`src/rtl/tray_reader_if.sv`:
```
// Ball stream handshake between tray_reader (master) and a colour sink (slave).
interface tray_reader_if;
    logic ball_valid;
    logic ball_color;
    logic ball_last;
    logic ball_ready;

    modport master (
        output ball_valid,
        output ball_color,
        output ball_last,
        input  ball_ready
    );

    modport slave (
        input  ball_valid,
        input  ball_color,
        input  ball_last,
        output ball_ready
    );
endinterface

```
`src/rtl/tray_reader.sv`:
```
// Unloads a snapshot of the ball tray, streams colours oldest first and tallies them.
module tray_reader #(
    parameter int unsigned TRAY_DEPTH  = 6,
    parameter int unsigned IDX_W       = 3,
    parameter bit          AUTO_UNLOAD = 1'b0
) (
    input  logic                  clk,
    input  logic                  rst_n,
    input  logic [TRAY_DEPTH-1:0] tray_in,
    input  logic [IDX_W-1:0]      tray_amount,
    input  logic                  no_balls,
    input  logic                  unload,
    tray_reader_if.master         ball,
    output logic                  busy,
    output logic [IDX_W-1:0]      blue_count,
    output logic [IDX_W-1:0]      red_count,
    output logic [TRAY_DEPTH-1:0] tray_value,
    output logic                  done,
    output logic                  overflow
);

    typedef enum logic [1:0] {StIdle, StLoad, StSend, StDone} state_e;

    localparam logic [IDX_W-1:0] DepthW = IDX_W'(TRAY_DEPTH);
    localparam logic [IDX_W-1:0] OneW   = IDX_W'(1);

    state_e                state_q, state_d;
    logic [TRAY_DEPTH-1:0] snap_q;
    logic [TRAY_DEPTH-1:0] tray_q;
    logic [IDX_W-1:0]      n_q;
    logic [IDX_W-1:0]      idx_q;
    logic [IDX_W-1:0]      blue_q;
    logic [IDX_W-1:0]      red_q;
    logic                  ovf_q;
    logic                  nb_prev_q;

    logic                  start;
    logic                  amount_ovf;
    logic [IDX_W-1:0]      n_clamped;
    logic                  cur_color;
    logic                  cur_last;

    assign amount_ovf = (tray_amount > DepthW);
    assign n_clamped  = amount_ovf ? DepthW : tray_amount;
    assign start      = unload | (AUTO_UNLOAD & no_balls & ~nb_prev_q);
    assign cur_color  = snap_q[idx_q];
    assign cur_last   = (idx_q == (n_q - OneW));

    always_comb begin
        state_d         = state_q;
        ball.ball_valid = 1'b0;
        ball.ball_color = 1'b0;
        ball.ball_last  = 1'b0;
        busy            = 1'b0;
        done            = 1'b0;
        case (state_q)
            StIdle: begin
                if (start) state_d = StLoad;
            end
            StLoad: begin
                busy    = 1'b1;
                state_d = (n_clamped == '0) ? StDone : StSend;
            end
            StSend: begin
                busy            = 1'b1;
                ball.ball_valid = 1'b1;
                ball.ball_color = cur_color;
                ball.ball_last  = cur_last;
                if (ball.ball_ready && cur_last) state_d = StDone;
            end
            StDone: begin
                busy    = 1'b1;
                done    = 1'b1;
                state_d = StIdle;
            end
            default: state_d = StIdle;
        endcase
    end

    always_ff @(posedge clk) begin
        if (!rst_n) begin
            state_q   <= StIdle;
            snap_q    <= '0;
            tray_q    <= '0;
            n_q       <= '0;
            idx_q     <= '0;
            blue_q    <= '0;
            red_q     <= '0;
            ovf_q     <= 1'b0;
            nb_prev_q <= 1'b0;
        end else begin
            // Edge detector runs in every state, so a rise while busy is dropped.
            nb_prev_q <= no_balls;
            state_q   <= state_d;
            case (state_q)
                StLoad: begin
                    snap_q <= tray_in;
                    n_q    <= n_clamped;
                    ovf_q  <= amount_ovf;
                    tray_q <= '0;
                    blue_q <= '0;
                    red_q  <= '0;
                    idx_q  <= '0;
                end
                StSend: begin
                    if (ball.ball_ready) begin
                        tray_q[idx_q] <= cur_color;
                        if (cur_color) red_q <= red_q + OneW;
                        else           blue_q <= blue_q + OneW;
                        idx_q <= idx_q + OneW;
                    end
                end
                default: ;
            endcase
        end
    end

    assign blue_count = blue_q;
    assign red_count  = red_q;
    assign tray_value = tray_q;
    assign overflow   = ovf_q;

endmodule
```
`src/flat_wrapper.sv`:
```
// flat-port wrapper written by rule: the top's interface ports become plain ports
module tray_reader_flat 
#(
    parameter int unsigned TRAY_DEPTH  = 6,
    parameter int unsigned IDX_W       = 3,
    parameter bit          AUTO_UNLOAD = 1'b0
)
  (clk, rst_n, tray_in, tray_amount, no_balls, unload, busy, blue_count, red_count, tray_value, done, overflow, ball_ball_valid, ball_ball_color, ball_ball_last, ball_ball_ready);
  tray_reader_if ball_i ();
  input  logic clk;
  input  logic rst_n;
  input  logic [TRAY_DEPTH-1:0] tray_in;
  input  logic [IDX_W-1:0] tray_amount;
  input  logic no_balls;
  input  logic unload;
  output logic busy;
  output logic [IDX_W-1:0] blue_count;
  output logic [IDX_W-1:0] red_count;
  output logic [TRAY_DEPTH-1:0] tray_value;
  output logic done;
  output logic overflow;
  output wire logic [$bits(ball_i.ball_valid)-1:0] ball_ball_valid;
  output wire logic [$bits(ball_i.ball_color)-1:0] ball_ball_color;
  output wire logic [$bits(ball_i.ball_last)-1:0] ball_ball_last;
  input wire logic [$bits(ball_i.ball_ready)-1:0] ball_ball_ready;
  assign ball_ball_valid = ball_i.ball_valid;
  assign ball_ball_color = ball_i.ball_color;
  assign ball_ball_last = ball_i.ball_last;
  assign ball_i.ball_ready = ball_ball_ready;
  tray_reader #(.TRAY_DEPTH(TRAY_DEPTH), .IDX_W(IDX_W), .AUTO_UNLOAD(AUTO_UNLOAD)) u_core (.clk(clk), .rst_n(rst_n), .tray_in(tray_in), .tray_amount(tray_amount), .no_balls(no_balls), .unload(unload), .ball(ball_i), .busy(busy), .blue_count(blue_count), .red_count(red_count), .tray_value(tray_value), .done(done), .overflow(overflow));
endmodule
```
`config.mk`:
```
export PLATFORM = sky130hd
export DESIGN_NAME = tray_reader_flat
export DESIGN_NICKNAME = d
export VERILOG_FILES = /design/src/rtl/tray_reader_if.sv /design/src/rtl/tray_reader.sv /design/src/flat_wrapper.sv
export SDC_FILE = /design/constraint.sdc
export NUM_CORES = 1
export LEC_CHECK = 0
export CORE_MARGIN = 10
export CORE_UTILIZATION = 45
export DETAILED_ROUTE_END_ITERATION = 6
export GPL_ROUTABILITY_DRIVEN = 0
export HOLD_SLACK_MARGIN = 0.12
export PLACE_DENSITY = 0.73
export SLEW_MARGIN = 20
export SYNTH_ARGS = -nofsm -noshare
export SYNTH_HDL_FRONTEND = slang
export SYNTH_SLANG_ARGS = --single-unit
```
`constraint.sdc`:
```
create_clock -name clk -period 3.4 [get_ports clk]
set_input_delay 0.34 -clock clk [delete_from_list [all_inputs] [get_ports clk]]
set_output_delay 0.34 -clock clk [all_outputs]
set_load 0.1 [all_outputs]
```
==> results.md, run 1 <==
- Status: completed
- Layout area overhead: 22.9%
- WP data arrival: 2380 ps
- Period utilization: 0.799
- Final Cell Area: 1720 µm²
- Die area: 5730 µm²
- Placed inst area: 1690 µm²
- Relative slew slack: 0.337
- Grt ovf: 0
- Unrepaired setup endpoints after global routing: no
- Total GRT Usage: 0.110
- Chip Height: 75.7 µm
- WL per Instance: 15.1 µm
- Num CTS Buffers: 3
- Leak: 0.706 nW
- Syn_nets: 171
- Fin util: 0.572
- Syn Area/Cell: 9.37 µm²
- EDFF count, synth: 0
- Crit Path Class: reg2out
- Yosys reg bits: 27
- Layout cells sized above 1: 0.0914
- Via count: 1170
- Hold path cells: 2
- Diode count: 0
- I/O pins: 32
- Dpl hpwl: 2350 µm
- Postcts setup bufs: 0
- Fin. max-slew vios: 0
- Mapped Area: 1400 µm²
- Synth Instances: 149
- Yosys warns: 0
- Number of global-route vias before repair: 1051
- Core area: 3000 µm²
- Asr flop ratio synth: 0
- FMAX: 0.368 GHz
- Drt pass-1 iters: 4
- CTS root buf: clkbuf_4
- Clk sinks: 27
- Primary FF master, synth: dfxtp_1
- Worst Max-Slew Pin Slew: 992 ps
- Fin. Hold Viols: 0
- Max Root-Sink Buffers: 2
- Register area share after synthesis: 0.387
- Startpoint types: flip-flop
- Maximum fanout along the worst path: 12
- Antenna-violating nets left: 0
- Die W: 75.7 µm
- Layout Cells excl Fill: 208
- Cell Pwr Density: 699 nW/µm²
- # H-tree levels: 1
- Critical Path RT: 3060 ps
- Placed Cells: 204
- I/O Buffers: 30
- CTS tree: done
- CP Capture Type: primary output
- # rows: 20
- Peak supply drop: 0.351 mV
- Min cycle time layout: 2720 ps
- DR iter-0 viols: 78
- Yosys cell types: 43
- Initial core utilization: 0.465
- Avg Vias per Cell: 5.63
- Most frequent cells in the layout: 27 x dfxtp_1, 26 x clkdlybuf4s50_1, 14 x mux2i_1, 14 x nor2_1, 14 x nand2_1
- Clk slew on worst S/H paths: 140 ps
- Post_cts resized: 0
- Worst hold path type: reg2reg
- Nets: 198
- Initial antenna violation count: 0
- Clk_lat worst skew: 330 ps
- Hold Buf Count CTS: 0
- DRC violations left: 0
- Max Clock Skew: 8.88 ps
- Setup_tns: 0 ps
- WL final: 3140 µm
- Setup Viol. Count Final: 0
- Number of max-cap violations: 0
- Largest net degree at the start of global routing: 19
- Most common cell after layout, fill and taps aside: dfxtp_1
- Worst reg2reg path depth: 6
- First-pass GRT wire length: 4930 µm
## synthesized netlist by cell type (3+ instances only)
master	number	area [µm²]
dfxtp_1	27	541
mux2i_1	14	140
nand2_1	14	52.6
nor2_1	14	52.6
a21oi_1	8	40.0
ha_1	8	100
inv_1	7	26.3
clkbuf_1	6	22.5
a22oi_1	4	30.0
nand3_1	4	20.0
a31oi_1	3	18.8
and2b_2	3	26.3
nand4_1	3	18.8
## metal layers
metal  share of wire  vias up  GRT usage  routed length (µm)
li1                -      591          -                   -
met5               0        -          0                   0
met4          0.0032        0     0.0206                  10
met3           0.046        2     0.0365                 145
met2            0.51       25      0.186                1610
met1            0.44      552      0.132                1370
## sequential cells by signal, indices dropped and copies added, names as in the netlist
name,count
u_core.snap_q,6
u_core.blue_count,3
u_core.red_count,3
u_core.idx_q,3
u_core.tray_value,6
u_core.state_q,2
u_core.n_q,3
u_core.overflow,1
## power by group
| part | leakage (nW) | internal, mW | switching, mW | total (mW) |
|---|---|---|---|---|
| Clock | 0.0150 | 0.0460 | 0.0941 | 0.140 |
| Combinational | 0.472 | 0.214 | 0.441 | 0.656 |
| Sequential | 0.219 | 0.364 | 0.0398 | 0.404 |
## logic make-up (layout without fill, tap and decap cells)
logic type | count (synthesis) | after routing | synth area share
buf+inv | 15 | 41 | 0.0457
xor+xnor | 4 | 4 | 0.0349
fa+ha+maj | 8 | 8 | 0.0717
simple gates | 51 | 51 | 0.190
flops | 27 | 27 | 0.387
mux | 18 | 18 | 0.143
compound gates | 26 | 26 | 0.127
## final timing paths
| path | slack, ps | to | start |
|---|---|---|---|
| max reg2reg | 1200 | u_core.tray_value[4] | u_core.state_q[1] |
| max | 680 | ball_ball_color | u_core.idx_q[1] |
| min | 480 | u_core.overflow | u_core.overflow |
| min reg2reg | 480 | u_core.overflow | u_core.overflow |
## metrics by stage
| stage | hold WS (ps) | power (mW) | setup slack, ps |
|---|---|---|---|
| floorplan | 453 | 0.930 | 378 |
| global placement | 451 | 1.04 | 1070 |
| detailed placement | 460 | 1.06 | 1060 |
| CTS | 479 | 1.21 | 680 |
| global route | 492 | 1.27 | 581 |
| finish | 476 | 1.20 | 682 |
## area by class of cell
class                      count  area, µm²
fill                         274       1290
multi-input combinational    107        792
sequential                    27        541
timing repair buffer          30        290
tap                           33       41.3
clock buffer                   4       26.3
inverter                       7       26.3
## critical path, stage by stage, from the launching register on
cell     delay (ps)
dfxtp_1         590
mux2_2          390
mux4_2          580
and2_2          260
buf_4           230
(Power assumes the default switching activity.)
==> inputs of run 2 (changes only) <==
--- a/config.mk
+++ b/config.mk
@@ -6,11 +6,11 @@
 export NUM_CORES = 1
 export LEC_CHECK = 0
 export CORE_MARGIN = 10
-export CORE_UTILIZATION = 45
+export CORE_UTILIZATION = 44
 export DETAILED_ROUTE_END_ITERATION = 6
 export GPL_ROUTABILITY_DRIVEN = 0
 export HOLD_SLACK_MARGIN = 0.12
-export PLACE_DENSITY = 0.73
+export PLACE_DENSITY = 0.74
 export SLEW_MARGIN = 20
 export SYNTH_ARGS = -nofsm -noshare
 export SYNTH_HDL_FRONTEND = slang
==> constraint.sdc (replaced) <==
create_clock -name clk -period 2.38 [get_ports clk]
set_input_delay 0.238 -clock clk [delete_from_list [all_inputs] [get_ports clk]]
set_output_delay 0.238 -clock clk [all_outputs]
set_load 0.1 [all_outputs]
==> results.md, run 2 (synthesis results as in run 1) <==
- Initial antenna violation count: 0 (unchanged)
- Nets: 202 (was 198)
- Min cycle time layout: 2250 ps
- Startpoint types: flip-flop (unchanged)
- Layout area overhead: 26.2% (was 22.9%)
- Relative slew slack: 0.713 (was 0.337)
- I/O Buffers: 30 (unchanged)
- Worst Max-Slew Pin Slew: 418 ps (was 992 ps)
- Hold Buf Count CTS: 0 (unchanged)
- Hold_ws: 492 ps (was 476 ps)
- Total GRT Usage: 0.105 (was 0.110)
- Setup_tns: 0 ps (unchanged)
- CTS root buf: clkbuf_4 (unchanged)
- Cell Pwr Density: 982 nW/µm² (was 699 nW/µm²)
- Num CTS Buffers: 3 (unchanged)
- Met1 Usage GRT: 0.118 (was 0.132)
- Largest net degree at the start of global routing: 19 (unchanged)
- Clk_lat worst skew: 330 ps (about the same)
- WL per Instance: 13.8 µm (was 15.1 µm)
- Critical path's largest stage delay: 480 ps (was 590 ps)
- CP Cell Sequence: mux2_2 > mux4_2 > and2_2 > buf_12 (was mux2_2 > mux4_2 > and2_2 > buf_4)
- Avg Vias per Cell: 5.32 (was 5.63)
- Layout cells sized above 1: 0.212 (was 0.0914)
- Global Route met2 Usage: 0.182 (was 0.186)
- Most common cell after layout, fill and taps aside: dfxtp_1 (unchanged)
- Fin. max-slew vios: 0 (unchanged)
- Grt ovf: 0 (unchanged)
- Setup Viol. Count Final: 0 (unchanged)
- Critical Path RT: 2140 ps (was 3060 ps)
- CTS tree: done (unchanged)
- Period utilization: 0.947
- Diode count: 0 (unchanged)
- Unrepaired setup endpoints after global routing: no (unchanged)
- Max Clock Skew: 2.40 ps (was 8.88 ps)
- Final Cell Area: 1760 µm² (was 1720 µm²)
- WP data arrival: 2020 ps (was 2380 ps)
- Via count: 1187 (was 1170)
- Dpl hpwl: 2380 µm (was 2350 µm)
- I/O pins: 32 (unchanged)
- Fin util: 0.577 (was 0.572)
- Die W: 76.3 µm (was 75.7 µm)
- Clk sinks: 27 (unchanged)
- Busiest layer in global routing: met2 (unchanged)
- Crit-path slowest cell: mux4_2 (was dfxtp_1)
- Fin. Hold Viols: 0 (unchanged)
- Layout Cells excl Fill: 223 (was 208)
- Peak supply drop: 0.432 mV (was 0.351 mV)
- DR iter-0 viols: 52 (was 78)
- # rows: 20 (unchanged)
- Placed inst area: 1720 µm² (was 1690 µm²)
- FMAX: 0.444 GHz
- Drt pass-1 iters: 4 (unchanged)
- Antenna-violating nets left: 0 (unchanged)
- Met3 Track Usage GR: 0.0295 (was 0.0365)
- Chip Height: 76.3 µm (was 75.7 µm)
- # H-tree levels: 1 (unchanged)
- Placed Cells: 218 (was 204)
- Top delay family on crit path: multiplexers (unchanged)
- DRC violations left: 0 (unchanged)
- Initial core utilization: 0.457 (was 0.465)
- Worst hold path type: reg2reg (unchanged)
- Max Root-Sink Buffers: 2 (unchanged)
- Status: completed (unchanged)
- Clk slew on worst S/H paths: 150 ps (was 140 ps)
- Buf/Inv on CP: 1 (unchanged)
- Core area: 3050 µm² (was 3000 µm²)
- Most frequent cells in the layout: 26 x dfxtp_1, 20 x buf_4, 14 x mux2i_1, 14 x nor2_1, 14 x nand2_1 (was 27 x dfxtp_1, 26 x clkdlybuf4s50_1, 14 x mux2i_1, 14 x nor2_1, 14 x nand2_1)
- Number of max-cap violations: 0 (unchanged)
- CP Capture Type: primary output (unchanged)
- Maximum fanout along the worst path: 12 (unchanged)
- First-pass GRT wire length: 5180 µm (was 4930 µm)
- Leak: 0.758 nW (was 0.706 nW)
- Die area: 5830 µm² (was 5730 µm²)
- Number of global-route vias before repair: 1147 (was 1051)
- WL final: 3080 µm (was 3140 µm)
- Crit Path Class: reg2out (unchanged)
==> run 2: power breakdown <==
part / leakage [nW] / internal [mW] / switching (mW)
clock network: 0.0139 / 0.0644 / 0.143
registers: 0.220 / 0.520 / 0.0571
logic: 0.525 / 0.320 / 0.625
total: 0.758 / 0.904 / 0.825
==> run 2: final timing paths <==
check | slack (ps) | end | startpoint | depth (start not counted)
worst min-delay path | 490 | u_core.red_count[2] | u_core.red_count[2] | 2
worst max-delay path | 130 | ball_ball_color | u_core.idx_q[1] | 4
worst max register to register | 330 | u_core.tray_value[5] | u_core.idx_q[1] | 5
worst min register to register | 490 | u_core.red_count[2] | u_core.red_count[2] | 2
==> run 2: tightest hold or removal path, cell delays in order, from the launching register on <==
cell and delay (ps):
dfxtp_1 350, nand2_1 60, mux2i_1 60
==> run 2: layout make-up <==
type	instances	area [µm²]
Fill cell	286	1290
Multi-Input combinational cell	107	796
Timing Repair Buffer	34	310
Clock inverter	1	7.51
Clock buffer	3	22.5
Sequential cell	27	544
Inverter	7	26.3
Tap cell	44	55.1
==> run 2: timing repair <==
item,in CTS,in global routing
setup buffers,1,0
setup endpoints to repair,1,0
gates resized for setup,2,0
==> run 2: through the flow <==
step	setup slack (ps)	total power, mW
after floorplan	10.5	1.33
after global placement	221	1.50
after detailed placement	193	1.53
after CTS	112	1.75
after global routing	56.3	1.85
final	125	1.73
==> run 2: layer usage <==
metal	wire length, µm	share of wire
met1	1420	0.46
met2	1490	0.48
met3	132	0.043
met4	31	0.010
met5	0	0
==> inputs of run 3 (changes only) <==
--- a/config.mk
+++ b/config.mk
@@ -6,11 +6,11 @@
 export NUM_CORES = 1
 export LEC_CHECK = 0
 export CORE_MARGIN = 10
-export CORE_UTILIZATION = 44
+export CORE_UTILIZATION = 45
 export DETAILED_ROUTE_END_ITERATION = 6
 export GPL_ROUTABILITY_DRIVEN = 0
 export HOLD_SLACK_MARGIN = 0.12
-export PLACE_DENSITY = 0.74
+export PLACE_DENSITY = 0.73
 export SLEW_MARGIN = 20
 export SYNTH_ARGS = -nofsm -noshare
 export SYNTH_HDL_FRONTEND = slang
==> constraint.sdc (replaced) <==
create_clock -name clk -period 2.6 [get_ports clk]
set_input_delay 0.26 -clock clk [delete_from_list [all_inputs] [get_ports clk]]
set_output_delay 0.26 -clock clk [all_outputs]
set_load 0.1 [all_outputs]
==> results.md, run 3 (synthesis results as in run 1) <==
- CTS tree: done (unchanged)
- Die area: 5730 µm² (was 5830 µm²)
- Hold Buf Count CTS: 0 (unchanged)
- Reg2reg start: u_core.idx_q[1] (unchanged)
- Dpl hpwl: 2490 µm (was 2380 µm)
- Setup_tns: 0 ps (unchanged)
- I/O pins: 32 (unchanged)
- Place WS: 393 ps (was 193 ps)
- Number of global-route vias before repair: 1178 (was 1147)
- Setup Viol. Count Final: 0 (unchanged)
- WL final: 3250 µm (was 3080 µm)
- Launch point of the worst path: u_core.idx_q[1] (unchanged)
- Fin. max-slew vios: 0 (unchanged)
- Leak: 0.751 nW (was 0.758 nW)
- Number of max-cap violations: 0 (unchanged)
- CP Capture Type: primary output (unchanged)
- Min cycle time layout: 2460 ps
- R2r endpoint: u_core.blue_count[1] (was u_core.tray_value[5])
- Initial antenna violation count: 0 (unchanged)
- DRC violations left: 0 (unchanged)
- Period utilization: 0.946
- WL per Instance: 15.4 µm (was 13.8 µm)
- Hold endpoint: u_core.red_count[2] (unchanged)
- Grt ovf: 0 (unchanged)
- Nets: 201 (was 202)
- Setup WS post-layout: 141 ps (was 125 ps)
- # rows: 20 (unchanged)
- Most frequent cells in the layout: 26 x dfxtp_1, 20 x buf_4, 14 x mux2i_1, 14 x nor2_1, 14 x nand2_1 (unchanged)
- Via count: 1168 (was 1187)
- Most common cell after layout, fill and taps aside: dfxtp_1 (unchanged)
- Initial core utilization: 0.465 (was 0.457)
- Critical Path RT: 2340 ps (was 2140 ps)
- Layout area overhead: 23.3% (was 26.2%)
- Maximum fanout along the worst path: 12 (unchanged)
- Reg2Reg Setup Slack: 490 ps (was 330 ps)
- Worst reg2reg path depth: 4 (was 5)
- Cell Pwr Density: 918 nW/µm² (was 982 nW/µm²)
- Max Root-Sink Buffers: 2 (unchanged)
- Status: completed (unchanged)
- Drt pass-1 iters: 4 (unchanged)
- FMAX: 0.407 GHz
- I/O Buffers: 30 (unchanged)
- Crit Path Class: reg2out (unchanged)
- Fin. Hold Viols: 0 (unchanged)
- Postcts setup bufs: 0 (was 1)
- Hold path start: u_core.red_count[2] (unchanged)
- Layout cells sized above 1: 0.202 (was 0.212)
- Diode count: 0 (unchanged)
- Antenna-violating nets left: 0 (unchanged)
- First-pass GRT wire length: 5420 µm (was 5180 µm)
- Core area: 3000 µm² (was 3050 µm²)
- Clk sinks: 27 (unchanged)
- Num CTS Buffers: 3 (unchanged)
- Peak supply drop: 0.483 mV (was 0.432 mV)
- CTS root buf: clkbuf_4 (unchanged)
- Chip Height: 75.7 µm (was 76.3 µm)
- Clk_lat worst skew: 340 ps (was 330 ps)
- Worst Max-Slew Pin Slew: 406 ps (was 418 ps)
- Clk slew on worst S/H paths: 140 ps (was 150 ps)
- Largest net degree at the start of global routing: 19 (unchanged)
- Avg Vias per Cell: 5.54 (was 5.32)
- Relative slew slack: 0.722 (was 0.713)
- DR iter-0 viols: 67 (was 52)
- # H-tree levels: 1 (unchanged)
- Die W: 75.7 µm (was 76.3 µm)
- Hold path cells: 2 (unchanged)
- Total GRT Usage: 0.120 (was 0.105)
- Startpoint types: flip-flop (unchanged)
- Unrepaired setup endpoints after global routing: no (unchanged)
- WP data arrival: 2200 ps (was 2020 ps)
- Max Clock Skew: 11.1 ps (was 2.40 ps)
- Worst hold path type: reg2reg (unchanged)
[run 3: layout make-up]
type                            count  area [µm²]
Fill cell                         272        1280
Multi-Input combinational cell    107         796
Sequential cell                    27         542
Timing Repair Buffer               33         290
Tap cell                           33        41.3
Clock buffer                        4        26.3
Inverter                            7        26.3
[run 3: through the flow]
step	hold WS (ps)	cells	util	cell area [µm²]	power, mW
2_1_floorplan	407	149	-	1400	1.22
3_3_place_gp	451	207	0.564	1690	1.37
3_5_place_dp	470	207	0.564	1690	1.40
4_1_cts	489	211	0.573	1720	1.59
5_1_grt	522	211	0.573	1720	1.68
6_report	481	211	0.573	1720	1.58
[run 3: worst max-delay path, stage by stage (launching register included)]
cell	delay, ps
dfxtp_2	480
mux2_2	370
mux4_2	580
and2_2	270
buf_12	170
[run 3: worst max path at each step]
stage	slack, ps	to
detailed placement	390	ball_ball_color
floorplan	210	ball_ball_last
CTS	7	ball_ball_color
global placement	410	ball_ball_color
global route	50	ball_ball_color
finish	140	ball_ball_color
[run 3: layer usage]
layer | part of all wire | GRT usage | routed length, µm
met1 | 0.43 | 0.138 | 1410
met2 | 0.50 | 0.208 | 1630
met3 | 0.054 | 0.0365 | 176
met4 | 0.0083 | 0.0392 | 27
met5 | 0 | 0 | 0
[run 3: repair_timing]
action	4_1_cts	5_1_grt
endpoints found under the setup margin	0	1
endpoints found under the hold margin	0	0
gates resized for setup	0	1
[run 3: report_power, final]
part	total (mW)	leakage (nW)	switching [mW]	internal, mW
sequential	0.527	0.220	0.0504	0.476
clock	0.187	0.0150	0.127	0.0603
combinational	0.866	0.516	0.579	0.287
